[config.mk]
export PLATFORM = sky130hd
export DESIGN_NAME = upc_rotator
export DESIGN_NICKNAME = d
export VERILOG_FILES = /design/src/rtl/upc_rotator.sv
export SDC_FILE = /design/constraint.sdc
export NUM_CORES = 1
export LEC_CHECK = 0
export CORE_MARGIN = 4
export CORE_UTILIZATION = 25
export CTS_CLUSTER_DIAMETER = 120
export CTS_CLUSTER_SIZE = 10
export DETAILED_ROUTE_END_ITERATION = 7
export GPL_ROUTABILITY_DRIVEN = 0
export GPL_TIMING_DRIVEN = 0
export REMOVE_ABC_BUFFERS = 1
export SLEW_MARGIN = 10
export SYNTH_ARGS = -nofsm -noshare
export SYNTH_HDL_FRONTEND = slang
export SYNTH_SLANG_ARGS = --single-unit
[constraint.sdc]
create_clock -name clk -period 2.2 [get_ports clk]
set_clock_uncertainty 0.05 [all_clocks]
set_input_delay 0.44 -clock clk [delete_from_list [all_inputs] [get_ports clk]]
set_output_delay 0.44 -clock clk [all_outputs]
set_load 0.01 [all_outputs]
[src/rtl/upc_rotator.sv]
// Capture-and-rotate controller for the UPC seven-segment display: buffers up to DEPTH cat
// codes on load edges, then cycles through them, showing each for DWELL clock cycles.
module upc_rotator #(
    parameter int unsigned DEPTH = 4,
    parameter int unsigned DWELL = 50_000_000
) (
    input  logic                     clk,
    input  logic                     reset_n,
    input  logic [2:0]               upc_in,
    input  logic                     load,
    input  logic                     clear,
    output logic [2:0]               upc_out,
    output logic                     show,
    output logic [$clog2(DEPTH):0]   count,
    output logic [$clog2(DEPTH)-1:0] idx,
    output logic                     full,
    output logic                     err
);

    localparam int unsigned IW = $clog2(DEPTH);
    localparam int unsigned CW = IW + 1;
    localparam int unsigned DW = $clog2(DWELL);

    localparam logic [DW-1:0] DwellLast = DW'(DWELL - 1);
    localparam logic [CW-1:0] CountFull = CW'(DEPTH);

    localparam logic [0:0] ST_IDLE = 1'b0;
    localparam logic [0:0] ST_SHOW = 1'b1;

    logic [0:0]    state_q, state_d;
    logic [CW-1:0] count_q, count_d;
    logic [IW-1:0] idx_q, idx_d;
    logic [DW-1:0] dwell_q, dwell_d;
    logic          load_q;
    logic          armed_q, armed_d;
    logic          err_q, err_d;
    logic [2:0]    mem_q [DEPTH];

    logic req;
    logic code_ok;
    logic is_full;
    logic accept;
    logic reject;

    assign is_full = (count_q == CountFull);
    assign code_ok = (upc_in != 3'b010) && (upc_in != 3'b111);
    // armed_q blocks a load already held high across reset release from counting as an edge.
    assign req     = load && !load_q && armed_q;
    assign accept  = req && code_ok && !is_full && !clear;
    assign reject  = req && (!code_ok || is_full) && !clear;
    assign armed_d = armed_q || !load;

    always_comb begin
        state_d = state_q;
        count_d = count_q;
        idx_d   = idx_q;
        dwell_d = dwell_q;
        err_d   = 1'b0;
        if (clear) begin
            state_d = ST_IDLE;
            count_d = '0;
            idx_d   = '0;
            dwell_d = '0;
        end else begin
            err_d = reject;
            // Wrap decision uses the pre-edge count; a same-edge accept joins on the next pass.
            if (state_q == ST_SHOW) begin
                if (dwell_q == DwellLast) begin
                    dwell_d = '0;
                    if (CW'(idx_q) == count_q - CW'(1)) begin
                        idx_d = '0;
                    end else begin
                        idx_d = idx_q + IW'(1);
                    end
                end else begin
                    dwell_d = dwell_q + DW'(1);
                end
            end
            if (accept) begin
                count_d = count_q + CW'(1);
                if (state_q == ST_IDLE) begin
                    state_d = ST_SHOW;
                    idx_d   = '0;
                    dwell_d = '0;
                end
            end
        end
    end

    always_ff @(posedge clk or negedge reset_n) begin
        if (!reset_n) begin
            state_q <= ST_IDLE;
            count_q <= '0;
            idx_q   <= '0;
            dwell_q <= '0;
            load_q  <= 1'b0;
            armed_q <= 1'b0;
            err_q   <= 1'b0;
        end else begin
            state_q <= state_d;
            count_q <= count_d;
            idx_q   <= idx_d;
            dwell_q <= dwell_d;
            load_q  <= load;
            armed_q <= armed_d;
            err_q   <= err_d;
        end
    end

    always_ff @(posedge clk or negedge reset_n) begin
        if (!reset_n) begin
            for (int i = 0; i < DEPTH; i++) begin
                mem_q[i] <= 3'b000;
            end
        end else if (accept) begin
            mem_q[count_q[IW-1:0]] <= upc_in;
        end
    end

    assign show    = (state_q == ST_SHOW);
    assign upc_out = show ? mem_q[idx_q] : 3'b000;
    assign count   = count_q;
    assign idx     = idx_q;
    assign full    = is_full;
    assign err     = err_q;

endmodule

==> results of run 1 <==
per-layer routing:
layer  vias to the layer above  global-route usage [%]
li1                       1004                       -
met1                      1047                    14.5
met2                        30                    16.4
met3                         6                    1.84
met4                         0                    3.88
met5                         -                       0
area by class of cell:
type	instances	share of cell area (%)
well taps	133	5.04
clock buffers	8	3.03
repair buffers	36	10.5
flip-flops and latches	47	35.8
inverters	10	1.14
multi-input cells	178	44.5
critical path: stages, from the launching register on:
cell       delay, ns
dfrtp_2         0.41
or4b_4          0.55
or4_4           0.54
nor3_4          0.30
clkbuf_16       0.23
nor3_1          0.05
registers in the layout (all words and copies together), names as in the netlist:
register,cells
load_q,1
dwell_q,26
mem_q,12
count,3
err,1
idx,2
show,1
armed_q,1
cells by family after synthesis:
| group | after synthesis | synth area share [%] |
|---|---|---|
| simple gates | 94 | 21.7 |
| compound gates | 51 | 13.6 |
| flops | 47 | 46.0 |
| buf+inv | 22 | 3.67 |
| mux | 16 | 8.32 |
| xor+xnor | 11 | 3.77 |
| fa+ha+maj | 6 | 2.94 |
final timing paths:
path                          endpoint  cells past startpoint  startpoint  slack (ns)
setup reg to reg           dwell_q[11]                      5  dwell_q[7]       -0.06
min in group clk               armed_q                      1     armed_q        0.42
hold reg to reg                armed_q                      1     armed_q        0.42
max in group asynchronous   dwell_q[7]                      2     reset_n        1.41
setup / recovery           dwell_q[11]                      5  dwell_q[7]       -0.06
hold / removal               mem_q[10]                      1     reset_n        0.14
cells in the mapped netlist:
| library cell | count | share of area (%) |
|---|---|---|
| dfrtp_1 | 47 | 46 |
| nand3_1 | 16 | 3.1 |
| a211oi_1 | 15 | 4.4 |
| or4_1 | 15 | 4.4 |
| mux2_2 | 12 | 5.3 |
| nand2_1 | 11 | 1.6 |
| nor3_1 | 11 | 2.2 |
| o31ai_1 | 11 | 3.2 |
| a21oi_1 | 10 | 2.0 |
| inv_1 | 10 | 1.5 |
| and2_1 | 8 | 2.0 |
| clkbuf_1 | 8 | 1.2 |
| xnor2_1 | 8 | 2.7 |
| ha_1 | 6 | 2.9 |
| nand4_1 | 6 | 1.5 |
| nor2_1 | 6 | 0.88 |
| o21ai_0 | 6 | 1.2 |
| or3_1 | 6 | 1.5 |
| nor4_1 | 4 | 0.98 |
| buf_2 | 3 | 0.59 |
| mux4_2 | 3 | 2.6 |
| xor2_1 | 3 | 1.0 |
| and3_1 | 2 | 0.49 |
| and4_1 | 2 | 0.69 |
| nand2b_1 | 2 | 0.49 |
| a2111oi_0 | 1 | 0.34 |
| a211o_1 | 1 | 0.34 |
| a21o_1 | 1 | 0.29 |
| a311oi_1 | 1 | 0.34 |
| a31o_2 | 1 | 0.34 |
| a31oi_1 | 1 | 0.24 |
| buf_6 | 1 | 0.44 |
| mux2i_1 | 1 | 0.39 |
| nand3b_1 | 1 | 0.29 |
| nor3_4 | 1 | 0.64 |
| o211ai_1 | 1 | 0.29 |
| o21a_1 | 1 | 0.29 |
| o41ai_1 | 1 | 0.34 |
| or2b_2 | 1 | 0.34 |
| or3b_2 | 1 | 0.34 |
| or4b_1 | 1 | 0.39 |
timing repair:
action,4_1_cts,5_1_grt
resized for setup,22,33
setup buffers,5,12
pin swaps,1,6
hold buffers,0,0
cloned,0,1
setup endpoints to repair,41,39
hold endpoints to repair,0,0
power breakdown:
part	total [mW]	internal, mW	switching (mW)
clock	0.575	0.287	0.288
combinational	0.187	0.0947	0.0921
sequential	0.930	0.904	0.0263
total	1.69	1.29	0.406
==> qor.csv, run 1 <==
stage;metric;value;unit
setup_path;worstPathMaxFanout;6;
final_layout;mostFrequentLayoutCells;dfrtp_1 (41), nand3_1 (14), buf_4 (14);
grt;grt_first_pass_wirelength;9940;µm
clocking;tritoncts;done;
synth;synth_cell_types;41;
placement;detailed_place_hpwl;3930;µm
final_layout;syn2layout_area_growth;29.2;%
setup_path;timing.critical_path.arrival;2.39;ns
job;max_cap_violations;0;
detailed_routing;drtIter0Drc;80;
placement;place_ws;-0.828;ns
detailed_routing;wl_met1;3150;µm
setup_path;cp-start-kind;register;
clocking;clockBufferDepth;2;
worst_hold_path;min_path_type;input pin to asynchronous set/reset pin;
placement;placement.cell_area;0.00286;mm²
timing;tns;-0.481;ns
final_layout;nFillCells;981;
placement;io_buffers;17;
detailed_routing;met2WireLength;2860;µm
detailed_routing;drc;0;
timing;tightest_slew;0.738;ns
timing;setup_ws;-0.0630;ns
timing;period_share;103;%
detailed_routing;drt-vias-per-instance;5.07;
timing;max_freq;0.442;GHz
clocking;path_clk_slew;0.09;ns
floorplan;io_pins;18;
final_layout;drive_above_1_share;30.5;%
clocking;cts-buffers-inserted;5;
final_layout;finalNonFillerCells;412;
detailed_routing;wl_met3;146;µm
grt;grt_start_max_net_pins;31;
detailed_routing;wl_per_cell;15.2;µm
setup_path;required;2.33;ns
run_status;outcome;finished with violations;
setup_path;critical_path_class;register to register;
final_layout;seq_area;0.00118;mm²
final_layout;nNetsFinal;291;
final_layout;mostFrequentLayoutCell;dfrtp_1;
pwr;leakagePower;1.22;nW
synth;ys_warn_count;0;
clocking;cts.sinks;47;
floorplan;core.rowCount;36;
detailed_routing;firstDrtPassIters;4;
floorplan;dieHeight;109;µm
timing;hold_violations;0;
detailed_routing;wl;6240;µm
grt;gr-total-overflow;0;
detailed_routing;ant_nets;0;
clocking;clk_latency;0.30;ns
detailed_routing;top_layer_used;met4;
final_layout;finish.utilization;33.5;%
grt;antenna_found_initial;0;
final_layout;stdcell_area;0.00330;mm²
timing;report.final.slew_viol_count;0;
timing;finalSetupViolCount;19;
synth;ys_seq_area_share;46.0;%
timing;period_needed;2.26;ns
pwr;powerDensity;512;mW/mm²
final_layout;multi_input_comb_area;0.00147;mm²
floorplan;initial_utilization;25.9;%
floorplan;core_area;0.00986;mm²
run_status;violations;negative setup slack;
timing;timing.hold.ws;0.142;ns
pwr;finalPower;1.69;mW
setup_path;cp-end-kind;register;
floorplan;die-area;0.0119;mm²
synth;synth_area;0.00256;mm²
synth;ys_seq_elements;47;
timing;rsz0062_at_grt;true;
clocking;cts-root-buf;clkbuf_8;
timing;relSlewSlack;50.8;%
pwr;irDropWorstVdd;252;µV
detailed_routing;via_count;2087;
clocking;htreeDepth;2;
synth;avgSynthCellArea;10.4;µm²
grt;grt_pass1_vias;1921;
grt;grtUsageTotal;10.5;%
placement;placed_cells;386;
final_layout;insertedDiodeCount;0;
floorplan;die_w;109;µm
synth;synthCells;247;
(Power assumes the default switching activity.)
==> inputs of run 2 (changes only) <==
Settings changed: SLEW_MARGIN 10 to 20.
==> results of run 2 <==
Final layout, timing and power as in run 1 (identical DEF).
==> inputs of run 3 (changes only) <==
Settings changed: CAP_MARGIN set to 20, TNS_END_PERCENT set to 20.
==> run 3 against run 2 <==
The run now ends clean. Sequential share of layout area increased by 1.5 points. Count of clock-buffer cells in the layout unchanged. Via count is 2.2% lower. Sequential power hardly changed. Register-to-register slack gained 0.10 ns. Sequential cell count stayed put. Maximum frequency increased by 4.7%. Die area stayed put. Critical path type unchanged. Critical endpoint is now dwell_q[20]. Largest cell class unchanged. Highest routed layer unchanged.
==> qor.csv, run 3 (synthesis gave the netlist of run 1 again) <==
stage;metric;value;unit;change
setup_path;worstPathMaxFanout;13;;was 6
detailed_routing;via_count;2041;;was 2,087
floorplan;io_pins;18;;unchanged
floorplan;die_w;109;µm;unchanged
final_layout;stdcell_area;0.00317;mm²;was 0.00330 mm²
final_layout;drive_above_1_share;23.7;%;was 30.5%
grt;met2_usage;16.2;%;was 16.4%
pwr;leakagePower;1.17;nW;was 1.22 nW
detailed_routing;ant_nets;0;;unchanged
pwr;finalPower;1.68;mW;was 1.69 mW
timing;relSlewSlack;51.6;%;was 50.8%
grt;grt_first_pass_wirelength;9880;µm;was 9940 µm
worst_hold_path;min_path_type;input pin to asynchronous set/reset pin;;unchanged
setup_path;critical_path_class;register to register;;unchanged
timing;finalSetupViolCount;0;;was 19
clocking;clk_latency;0.30;ns;about the same
final_layout;seq_area;0.00118;mm²;about the same
pwr;irDropWorstVdd;244;µV;was 252 µV
setup_path;cp-start-kind;register;;unchanged
final_layout;mostFrequentLayoutCell;dfrtp_1;;unchanged
placement;placed_cells;386;;unchanged
clocking;path_clk_slew;0.09;ns;about the same
placement;detailed_place_hpwl;3930;µm;unchanged
floorplan;initial_utilization;25.9;%;unchanged
clocking;tritoncts;done;;unchanged
setup_path;crit_path_end;dwell_q[20];;was dwell_q[11]
pwr;swShare;23.6;%;was 24.0%
detailed_routing;drt-vias-per-instance;5.01;;was 5.07
final_layout;finalNonFillerCells;407;;was 412
setup_path;rrSetupSlack;0.04;ns;was -0.06 ns
detailed_routing;drtIter0Drc;70;;was 80
final_layout;top_register;dwell_q;;unchanged
clocking;cts_hold_buf;0;;unchanged
clocking;cts-root-buf;clkbuf_8;;unchanged
final_layout;syn2layout_area_growth;24.0;%;was 29.2%
timing;timing.hold.ws;0.142;ns;about the same
setup_path;timing.critical_path.arrival;2.29;ns;was 2.39 ns
timing;period_needed;2.16;ns;was 2.26 ns
final_layout;insertedDiodeCount;0;;unchanged
setup_path;required;2.33;ns;about the same
timing;tightest_slew;0.726;ns;was 0.738 ns
grt;antenna_found_initial;0;;unchanged
detailed_routing;drc;0;;unchanged
final_layout;nFillCells;996;;was 981
pwr;power.switching;0.397;mW;was 0.406 mW
clocking;cts.sinks;47;;unchanged
pwr;pwr-share-clk;33.9;%;was 34.0%
run_status;outcome;finished clean;;was finished with violations
timing;report.final.slew_viol_count;0;;unchanged
final_layout;nNetsFinal;286;;was 291
detailed_routing;wl;5980;µm;was 6240 µm
grt;gr-total-overflow;0;;unchanged
final_layout;mostFrequentLayoutCells;dfrtp_1 (42), nand3_1 (14), or4_1 (13), a211oi_1 (13);;was dfrtp_1 (41), nand3_1 (14), buf_4 (14)
setup_path;crit_path_start;dwell_q[7];;unchanged
grt;globalRoute.busiestLayer;met2;;unchanged
grt;grt_pass1_vias;1914;;was 1,921
setup_path;cp-end-kind;register;;unchanged
final_layout;multi_input_comb_area;0.00139;mm²;was 0.00147 mm²
pwr;p_seq_share;55.3;%;was 55.0%
detailed_routing;firstDrtPassIters;4;;unchanged
grt;use_met1;14.5;%;about the same
timing;max_freq;0.463;GHz;was 0.442 GHz
job;max_cap_violations;0;;unchanged
pwr;p_int;1.29;mW;about the same
final_layout;largest_register_ff_count;26;;unchanged
floorplan;dieHeight;109;µm;unchanged
pwr;powerDensity;530;mW/mm²;was 512 mW/mm²
placement;placement.cell_area;0.00286;mm²;unchanged
floorplan;die-area;0.0119;mm²;unchanged
grt;grt_start_max_net_pins;31;;unchanged
setup_path;timing.rr.end;dwell_q[20];;was dwell_q[11]
setup_path;ff2ff_path_depth;5;;unchanged
grt;grt_use_met3;1.84;%;unchanged
timing;hold_violations;0;;unchanged
timing;rsz0062_at_grt;true;;unchanged
timing;period_share;98.2;%;was 103%
floorplan;core_area;0.00986;mm²;unchanged
grt;grtUsageTotal;10.4;%;was 10.5%
setup_path;regToRegStartpoint;dwell_q[7];;unchanged
floorplan;core.rowCount;36;;unchanged
detailed_routing;wl_per_cell;14.7;µm;was 15.2 µm
clocking;htreeDepth;2;;unchanged
clocking;clockBufferDepth;2;;unchanged
pwr;combPwrFrac;10.8;%;was 11.0%
clocking;cts-buffers-inserted;5;;unchanged
placement;io_buffers;17;;unchanged
[run 3: worst min-delay path by stage]
| stage | slack (ns) | startpoint | endpoint | cells after the start |
|---|---|---|---|---|
| after floorplan | 0.09 | reset_n | armed_q | 0 |
| after global placement | 0.40 | armed_q | armed_q | 1 |
| after detailed placement | 0.41 | armed_q | armed_q | 1 |
| after CTS | 0.15 | reset_n | mem_q[10] | 1 |
| after global routing | 0.19 | reset_n | dwell_q[1] | 1 |
| final | 0.14 | reset_n | dwell_q[1] | 1 |
[run 3: stage by stage]
step	setup TNS, ns	util [%]	worst slack (ns)
final	0	32.2	0.0392
after floorplan	-2.62	-	-0.105
after global routing	-0.0373	32.2	-0.0138
after global placement	-60.92	28.8	-0.775
after CTS	0	30.9	0.00268
after detailed placement	-25.21	29.0	-0.828
[run 3: cell type report]
class                   count  share of cell area (%)
multi-input cells         178                    43.7
repair buffers             31                    9.39
flip-flops and latches     47                    37.3
clock buffers               8                    3.16
inverters                  10                    1.18
well taps                 133                    5.25
[run 3: worst max-delay path: stages (launching register included)]
cell	delay, ns
dfrtp_2	0.44
or4b_4	0.56
or4_4	0.54
nor3_4	0.22
buf_12	0.18
a211oi_1	0.05
[run 3: metal layers]
metal / vias up / routed length, µm
met5: - / 0
met2: 23 / 2810
met1: 1021 / 2980
met3: 2 / 133
li1: 995 / -
met4: 0 / 55
[run 3: repair_timing]
item | 4_1_cts | 5_1_grt
gates resized for setup | 20 | 16
endpoints found under the setup margin | 41 | 36
setup buffers | 3 | 10
pin swaps | 2 | 2
[run 3: power by group through the flow]
stage                     Combinational, mW  Sequential, mW  Clock, mW
final                                 0.181           0.930      0.570
after global routing                  0.200           0.937      0.624
after CTS                             0.174           0.934      0.593
after detailed placement              0.169           0.950          0
after global placement                0.160           0.948          0
after floorplan                      0.0927           0.941          0
